$ cat config.mk
export PLATFORM = sky130hd
export DESIGN_NAME = pixel_word_packer
export DESIGN_NICKNAME = d
export VERILOG_FILES = /design/src/rtl/pixel_word_packer.sv
export SDC_FILE = /design/constraint.sdc
export NUM_CORES = 1
export LEC_CHECK = 0
export BUFFER_PORTS_ARGS = -buffer_cell sky130_fd_sc_hd__buf_2
export CAP_MARGIN = 20
export CORE_ASPECT_RATIO = 1.4
export CORE_MARGIN = 5
export CORE_UTILIZATION = 55
export DETAILED_ROUTE_END_ITERATION = 6
export GPL_TIMING_DRIVEN = 0
export PLACE_DENSITY = 0.8
export SLEW_MARGIN = 20
export SYNTH_ARGS = -nofsm -noshare
export SYNTH_HDL_FRONTEND = slang
export SYNTH_SLANG_ARGS = --single-unit
$ cat constraint.sdc
create_clock -name clk -period 5.8 [get_ports clk]
set_input_delay 0.58 -clock clk [delete_from_list [all_inputs] [get_ports clk]]
set_output_delay 0.58 -clock clk [all_outputs]
set_load 0.1 [all_outputs]
$ cat src/rtl/pixel_word_packer.sv
// pixel_word_packer: gathers PIXELWIDTH-bit pixels LSB-first into 64-bit host
// words. A pixel marked in_last flushes a partially filled word, zero-padded,
// with a byte-keep mask covering the filled lanes and out_last set.
module pixel_word_packer #(
  parameter int BITS = 5                  // log2 of pixel width, legal 3..6
) (
  input  logic                   clk,
  input  logic                   rst,
  input  logic [(1<<BITS)-1:0]   in_data,
  input  logic                   in_last,
  input  logic                   in_valid,
  output logic                   in_ready,
  output logic [63:0]            out_data,
  output logic [7:0]             out_keep,
  output logic                   out_last,
  output logic                   out_valid,
  input  logic                   out_ready
);

  localparam int W  = 1 << BITS;          // pixel width in bits
  localparam int N  = 64 >> BITS;         // pixels per host word
  localparam int CW = (N > 1) ? $clog2(N) : 1;
  localparam int KB = W / 8;              // keep bits per lane

  localparam logic [CW-1:0] LAST_LANE = CW'(N - 1);

  logic [63:0]   acc_q, acc_d;
  logic [CW-1:0] cnt_q, cnt_d;
  logic [63:0]   data_q, data_d;
  logic [7:0]    keep_q, keep_d;
  logic          last_q, last_d;
  logic          valid_q, valid_d;

  logic          accept;
  logic          complete;
  logic [5:0]    lane_base;
  logic [3:0]    keep_bytes;
  logic [7:0]    keep_mask;
  logic [63:0]   merged;

  // Input is accepted whenever the output register is empty or draining now.
  assign in_ready = !rst && (!valid_q || out_ready);
  assign accept   = in_valid && in_ready;
  assign complete = (cnt_q == LAST_LANE) || in_last;

  // Current pixel merged into the accumulator at lane cnt, plus its keep mask.
  always_comb begin
    lane_base  = 6'(int'(cnt_q) * W);
    keep_bytes = 4'((int'(cnt_q) + 1) * KB);
    keep_mask  = 8'((16'd1 << keep_bytes) - 16'd1);
    merged     = acc_q;
    merged[lane_base +: W] = in_data;
  end

  // Next-state for accumulator, lane count and output register.
  // NOTE: every always_comb output gets a default first so no latch is inferred.
  always_comb begin
    acc_d   = acc_q;
    cnt_d   = cnt_q;
    data_d  = data_q;
    keep_d  = keep_q;
    last_d  = last_q;
    valid_d = valid_q;
    if (valid_q && out_ready) begin
      valid_d = 1'b0;
    end
    if (accept) begin
      if (complete) begin
        // Lanes above cnt are already zero because acc is cleared per word.
        data_d  = merged;
        keep_d  = keep_mask;
        last_d  = in_last;
        valid_d = 1'b1;
        acc_d   = '0;
        cnt_d   = '0;
      end else begin
        acc_d   = merged;
        cnt_d   = cnt_q + 1'b1;
      end
    end
  end

  // State registers; reset drops any partial word and any pending output.
  // NOTE: sequential state uses non-blocking assignments only, and the
  // accumulator is a plain register (not a memory), so it is reset too.
  always_ff @(posedge clk or posedge rst) begin
    if (rst) begin
      acc_q   <= '0;
      cnt_q   <= '0;
      data_q  <= '0;
      keep_q  <= '0;
      last_q  <= 1'b0;
      valid_q <= 1'b0;
    end else begin
      acc_q   <= acc_d;
      cnt_q   <= cnt_d;
      data_q  <= data_d;
      keep_q  <= keep_d;
      last_q  <= last_d;
      valid_q <= valid_d;
    end
  end

  assign out_data  = data_q;
  assign out_keep  = keep_q;
  assign out_last  = last_q;
  assign out_valid = valid_q;

endmodule
==> results of run 1 <==
cells in the mapped netlist, types with 4 or more instances:
| cell | instances |
|---|---|
| nand4_1 | 32 |
| nor2b_1 | 34 |
| buf_4 | 6 |
| nor2_1 | 4 |
| clkbuf_1 | 26 |
| mux2_2 | 120 |
| mux2_1 | 8 |
| o21ai_0 | 33 |
| dfrtp_1 | 133 |
| buf_2 | 10 |
| nand2_1 | 32 |
final timing paths:
kind,from,endpoint,slack (ps),cells past startpoint
hold reg to reg,out_data[0],out_data[0],480,1
min in group clk,in_data[25],acc_q[25],430,3
setup / recovery,out_valid,in_ready,3240,5
hold / removal,rst,acc_q[2],330,2
setup reg to reg,cnt_q,out_data[17],3680,5
max in group asynchronous,rst,out_data[20],4780,3
sequential cells by signal, summed over array words and instances (netlist names):
signal	flops
out_last	1
acc_q	64
out_keep	2
cnt_q	1
out_valid	1
out_data	64
logic make-up after synthesis:
group,count (synthesis),share of synthesized area (%)
AOI/OAI and AO/OA,36,3.27
buffers and inverters,44,3.48
DFF,133,57.9
muxes,128,25.1
and+or+nand+nor,108,10.2
stage by stage:
stage / setup slack, ps / util (%) / hold slack [ps]
global placement: 348 / 62.9 / 466
global route: 3130 / 68.5 / 387
finish: 3240 / 68.5 / 329
floorplan: 1670 / - / 460
detailed placement: 3350 / 63.2 / 474
CTS: 3220 / 68.5 / 354
area by class of cell:
cell class | instances | area [sq um]
tap | 138 | 173
fill | 762 | 3250
timing repair buffer | 112 | 583
sequential | 133 | 3330
clock inverter | 5 | 75.1
clock buffer | 26 | 469
buffer | 43 | 196
inverter | 1 | 8.76
multi-input combinational | 272 | 2220
placed cells by master, fill, tap and decap left out, drive strengths merged:
cell type	synthesis	final
a22o	2	2
clkbuf	26	52
nor2	4	4
a21oi	1	1
clkinv	0	3
dfrtp	133	133
buf	17	129
nand2b	2	2
or2	1	1
mux2	128	128
o21ai	33	33
inv	1	1
nor3	1	1
nand2	32	32
nor2b	34	34
nand3	2	2
nand4	32	32
bufinv	0	2
power by group:
group / switching [uW] / internal, uW / total [uW] / leakage, uW
combinational: 1420 / 331 / 1750 / 0.00159
clock: 366 / 639 / 1010 / 0.000266
sequential: 89.5 / 1100 / 1190 / 0.00175
total: 1870 / 2070 / 3950 / 0.00361
per-layer routing:
layer	global-route usage, %	wire, um	share of wire (%)
met5	0	0	0
met4	12.8	525	3.9
met3	4.58	633	4.7
met1	27.9	5300	39
met2	37.3	7030	52
==> flow_metrics.env, run 1 <==
export IMPL_run_status="complete, no violations"
export IMPL_power_total_uw=3950
export IMPL_yosysTopAreaCell="dfrtp_1"
export IMPL_fin_nets=617
export IMPL_vias=4056
export IMPL_wl_per_cell_um=18.5
export IMPL_layout_drive_gt1_share_pct=46.3
export IMPL_io_pins=112
export IMPL_fin_area_sq_um=7050
export IMPL_initial_core_util_pct=55.8
export IMPL_ys_flop_type="dfrtp_1"
export IMPL_diodes=0
export IMPL_crit_arrival_ps=1980
export IMPL_ys_types=19
export IMPL_leakage_uw=0.00361
export IMPL_place_gp_congestion=0.778
export IMPL_postSynthCellCount=449
export IMPL_max_stage_delay_ps=380
export IMPL_path_cells="nor2b_1 > clkbuf_1 > clkbuf_1 > nor2_1 > buf_2"
export IMPL_cts_tree="built"
export IMPL_synth_area_per_cell_sq_um=12.8
export IMPL_crit_family="buffers and inverters"
export IMPL_htree_levels=4
export IMPL_rows=44
export IMPL_max_freq_mhz=391
export IMPL_slowest_stage="clkbuf_1"
export IMPL_cts_setup_buffers=0
export IMPL_setup_tns_ps=0
export IMPL_dr_first_iter_drc_count=176
export IMPL_grt_usage_pct=22.8
export IMPL_period_share_pct=44.1
export IMPL_grt_max_degree=77
export IMPL_synth_area_leaders="dfrtp_1, mux2_2, nor2b_1, nand4_1, o21ai_0"
export IMPL_core_area_sq_um=10300
export IMPL_crit_path_end_kind="output pin"
export IMPL_synth_nets=486
export IMPL_drt_wl_total_um=13500
export IMPL_grt_pass1_vias=4321
export IMPL_cts_hold_buf=0
export IMPL_ys_warn_count=0
export IMPL_finalMaxSlewViolations=0
export IMPL_place_hpwl_um=9310
export IMPL_ys_seq_area_share_pct=57.9
export IMPL_clockBufferDepth=2
export IMPL_grt_overflow=0
export IMPL_synth_top_area_share_pct=57.9
export IMPL_relSlewSlack_pct=53.6
export IMPL_min_path_type="input pin to asynchronous set/reset pin"
export IMPL_area_growth_pct=22.7
export IMPL_antenna_found_initial=0
export IMPL_tightest_slew_ps=696
export IMPL_io_buffers=111
export IMPL_drc=0
export IMPL_path_buf_inv=3
export IMPL_ys_ff_latch=133
export IMPL_async_flop_share_pct=100
export IMPL_grt_pass1_wl_um=21600
export IMPL_place_area_sq_um=6500
export IMPL_setup_viol=0
export IMPL_cts_buffers_inserted=17
export IMPL_crit_path_start_kind="register"
export IMPL_synth_edf_count=0
export IMPL_crit_path_max_fanout=10
export IMPL_insertion_delay_ps=410
export IMPL_die_area_sq_um=12600
export IMPL_p_per_area_nw_per_um2=560
export IMPL_synth_area_sq_um=5740
export IMPL_ant_nets=0
export IMPL_die_h_um=131
export IMPL_crit_required_ps=5220
export IMPL_cpMostUsedCell="clkbuf_1"
export IMPL_fin_cells=730
export IMPL_ir_worst_vdd_mv=0.355
export IMPL_rsz0062_at_grt="no"
export IMPL_drv_cap=0
export IMPL_clkTransAtPathRegs_ps=50
export IMPL_cts_root_buffer="clkbuf_16"
export IMPL_fin_crit_ps=2560
export IMPL_hold_viol_final=0
export IMPL_first_pass_iters=4
export IMPL_clock_sinks=133
export IMPL_cts_resized_gates=0
export IMPL_vias_per_cell=5.56
export IMPL_critical_path_class="register to output pin"
export IMPL_dp_cells=699
export IMPL_die_w_um=96.4
export IMPL_fin_skew_ps=4.82
No activity file was read; power rests on OpenSTA's default activity.
==> inputs of run 2 (changes only) <==
Settings changed: ABC_AREA set to 1, PLACE_DENSITY 0.8 to 0.79.
Clock period 5.8 ns to 2.5 ns, I/O delays scaled along.
==> run 2 against run 1 <==
Compared with the run above:
- synthesized cell count rose by 80%
- sequential cell count did not move
- first-iteration DRC count rose to 3.7 times the previous value
- cell area rose by 12%
- via count rose by 53%
- clock-buffer cell count fell by 6
- total power rose by 150%
- clock power rose to 3.0 times the previous value
- sequential power rose by 140%
- critical path depth rose by 1
- global-route usage rose by 4.2 points
- critical path type is now input pin to output pin
==> flow_metrics.env, run 2 <==
export IMPL_run_status="complete, no violations"
export IMPL_io_buffers=110
export IMPL_cts_buffers_inserted=17
export IMPL_synth_area_sq_um=6340
export IMPL_grt_pass1_vias=5961
export IMPL_place_hpwl_um=13000
export IMPL_cpMostUsedCell="buf_2"
export IMPL_final_cell_mix="nand2_1, buf_2, dfrtp_1, nand4_1, clkbuf_16"
export IMPL_ys_flop_type="dfrtp_1"
export IMPL_io_pins=112
export IMPL_fin_crit_ps=2370
export IMPL_seq_power_share_pct=28.9
export IMPL_grt_overflow=0
export IMPL_fin_skew_ps=8.98
export IMPL_finalMaxSlewViolations=0
export IMPL_drv_cap=0
export IMPL_slowest_stage="dlygate4sd3_1"
export IMPL_ys_warn_count=0
export IMPL_path_cells="dlygate4sd3_1 > buf_2 > a21oi_4 > buf_4 > buf_2 > clkbuf_4"
export IMPL_crit_path_end_kind="output pin"
export IMPL_cts_root_buffer="clkbuf_16"
export IMPL_rsz0062_at_grt="no"
export IMPL_min_path_type="input pin to register"
export IMPL_ys_ff_latch=133
export IMPL_hold_viol_final=0
export IMPL_crit_required_ps=2250
export IMPL_sw_frac_of_total_pct=45.9
export IMPL_synth_most_common_cell="nand2_1"
export IMPL_grt_pass1_wl_um=29100
export IMPL_core_area_sq_um=11300
export IMPL_cp_startpoint="rst"
export IMPL_die_w_um=101
export IMPL_crit_path_start_kind="input pin"
export IMPL_die_area_sq_um=13800
export IMPL_reg2reg_to="out_data[1]"
export IMPL_layout_drive_gt1_share_pct=22.2
export IMPL_crit_end="in_ready"
export IMPL_antenna_found_initial=0
export IMPL_async_flop_share_pct=100
export IMPL_area_growth_pct=24.6
export IMPL_max_freq_mhz=423
export IMPL_ys_types=14
export IMPL_yosysTopAreaCell="dfrtp_1"
export IMPL_r2r_start="out_valid"
export IMPL_dr_first_iter_drc_count=654
export IMPL_cts_tree="built"
export IMPL_cts_setup_buffers=0
export IMPL_insertion_delay_ps=420
export IMPL_initial_core_util_pct=55.9
export IMPL_setup_viol=0
export IMPL_clock_sinks=133
export IMPL_nFillCells=906
export IMPL_postSynthCellCount=807
export IMPL_p_int_uw=5250
export IMPL_synth_commonest_cells="nand2_1, dfrtp_1, nand4_1"
export IMPL_synth_area_leaders="dfrtp_1, nand2_1, nand4_1, buf_2, buf_4"
export IMPL_diodes=0
export IMPL_ys_seq_area_share_pct=52.5
export IMPL_grt_usage_pct=27.0
export IMPL_p_switching_uw=4450
export IMPL_crit_path_max_fanout=10
export IMPL_rows=46
export IMPL_grt_max_degree=33
export IMPL_power_total_uw=9700
export IMPL_p_per_area_nw_per_um2=1230
export IMPL_drt_wl_total_um=18300
export IMPL_place_area_sq_um=7160
export IMPL_critical_path_class="input pin to output pin"
export IMPL_period_share_pct=94.7
export IMPL_crit_arrival_ps=2120
export IMPL_vias=6212
export IMPL_wl_per_cell_um=16.7
export IMPL_tightest_slew_ps=626
export IMPL_fin_nets=979
export IMPL_synth_area_per_cell_sq_um=7.85
export IMPL_htree_levels=4
export IMPL_clockBufferDepth=2
export IMPL_ff2ff_path_depth=4
export IMPL_clkTransAtPathRegs_ps=60
export IMPL_ir_worst_vdd_mv=0.846
export IMPL_pwr_share_comb_pct=40.1
export IMPL_ant_nets=0
export IMPL_relSlewSlack_pct=58.0
export IMPL_vias_per_cell=5.65
export IMPL_synth_top_area_share_pct=52.5
export IMPL_synth_edf_count=0
export IMPL_layout_commonest_cell="nand2_1"
export IMPL_die_h_um=137
export IMPL_max_stage_delay_ps=530
export IMPL_synth_nets=844
export IMPL_fin_area_sq_um=7890
export IMPL_leakage_uw=0.00456
export IMPL_rrSetupSlack_ps=880
export IMPL_drc=0
export IMPL_place_gp_congestion=0.875
export IMPL_power_frac_clock_pct=31.1
export IMPL_first_pass_iters=6
-- run 2: cell types whose count changed after synthesis, moves of 3 or more --
cell,change
mux2_2,-120
mux2_1,-8
buf_2,+30
buf_4,+10
nand4_1,+96
nor2b_1,-34
inv_2,+3
nand2_1,+426
clkbuf_1,-10
nor2_1,-4
o21ai_0,-33
-- run 2: what timing repair did --
| item | 4_1_cts | 5_1_grt |
|---|---|---|
| endpoints found under the hold margin | 25 | 0 |
| resized for setup | 0 | 1 |
| hold buffers | 1 | 0 |
| endpoints found under the setup margin | 0 | 57 |
-- run 2: worst max-delay path: cells and delay by family --
| family | cells | cell delay [ps] |
|---|---|---|
| buffers and inverters | 5 | 1570 |
| AO/OA/AOI/OAI | 1 | 280 |
-- run 2: stage by stage --
step                      setup TNS [ps]  std cells  hold WS, ps  utilization, %  setup WS [ps]
after floorplan                   -33540        807          396               -           -532
after global placement           -169870       1061          450            62.4          -1960
after detailed placement               0       1065          385            63.2            187
after CTS                              0       1098          122            69.5           79.1
after global routing                   0       1099          123            69.6           82.4
final                                  0       1099          131            69.6            133
-- run 2: power groups by stage --
stage,registers (uW),logic (uW),clock network (uW)
6_report,2800,3880,3010
5_1_grt,2850,4080,3120
4_1_cts,2800,3890,3030
3_5_place_dp,2830,3870,0
3_3_place_gp,2820,3820,0
2_1_floorplan,4950,1030,0
-- run 2: kinds of logic (layout without fill, tap and decap cells) --
group | count (synthesis) | in the layout | share of synthesized area [%]
flops | 133 | 133 | 52.5
buf+inv | 82 | 230 | 6.83
simple gates | 591 | 591 | 40.4
compound gates | 1 | 1 | 0.257
-- run 2: worst min path at each step --
stage                            from           end  slack [ps]  cells after the start
after CTS                     in_last      out_last         120                      3
after detailed placement          rst  out_data[61]         390                      2
after floorplan               in_last      out_last         400                      2
final                         in_last      out_last         130                      3
after global routing          in_last      out_last         120                      3
after global placement    out_data[9]   out_data[9]         450                      2
-- run 2: area by class of cell --
type,count,area (sq um),share of cell area (%)
sequential,133,3330,42.2
multi-input combinational,592,2570,32.6
timing repair buffer,115,651,8.24
clock buffer,20,467,5.91
buffer,77,418,5.29
clock inverter,12,246,3.12
tap,144,180,2.28
inverter,5,22.5,0.285
timing repair inverter,1,5.00,0.0634
-- run 2: metal layers --
| metal | global-route usage [%] | vias up | share of wire, % |
|---|---|---|---|
| met3 | 5.56 | 39 | 8.7 |
| li1 | - | 2914 | - |
| met1 | 35.2 | 2947 | 40 |
| met4 | 10.6 | 0 | 2.5 |
| met5 | 0 | - | 0 |
| met2 | 44.1 | 312 | 49 |
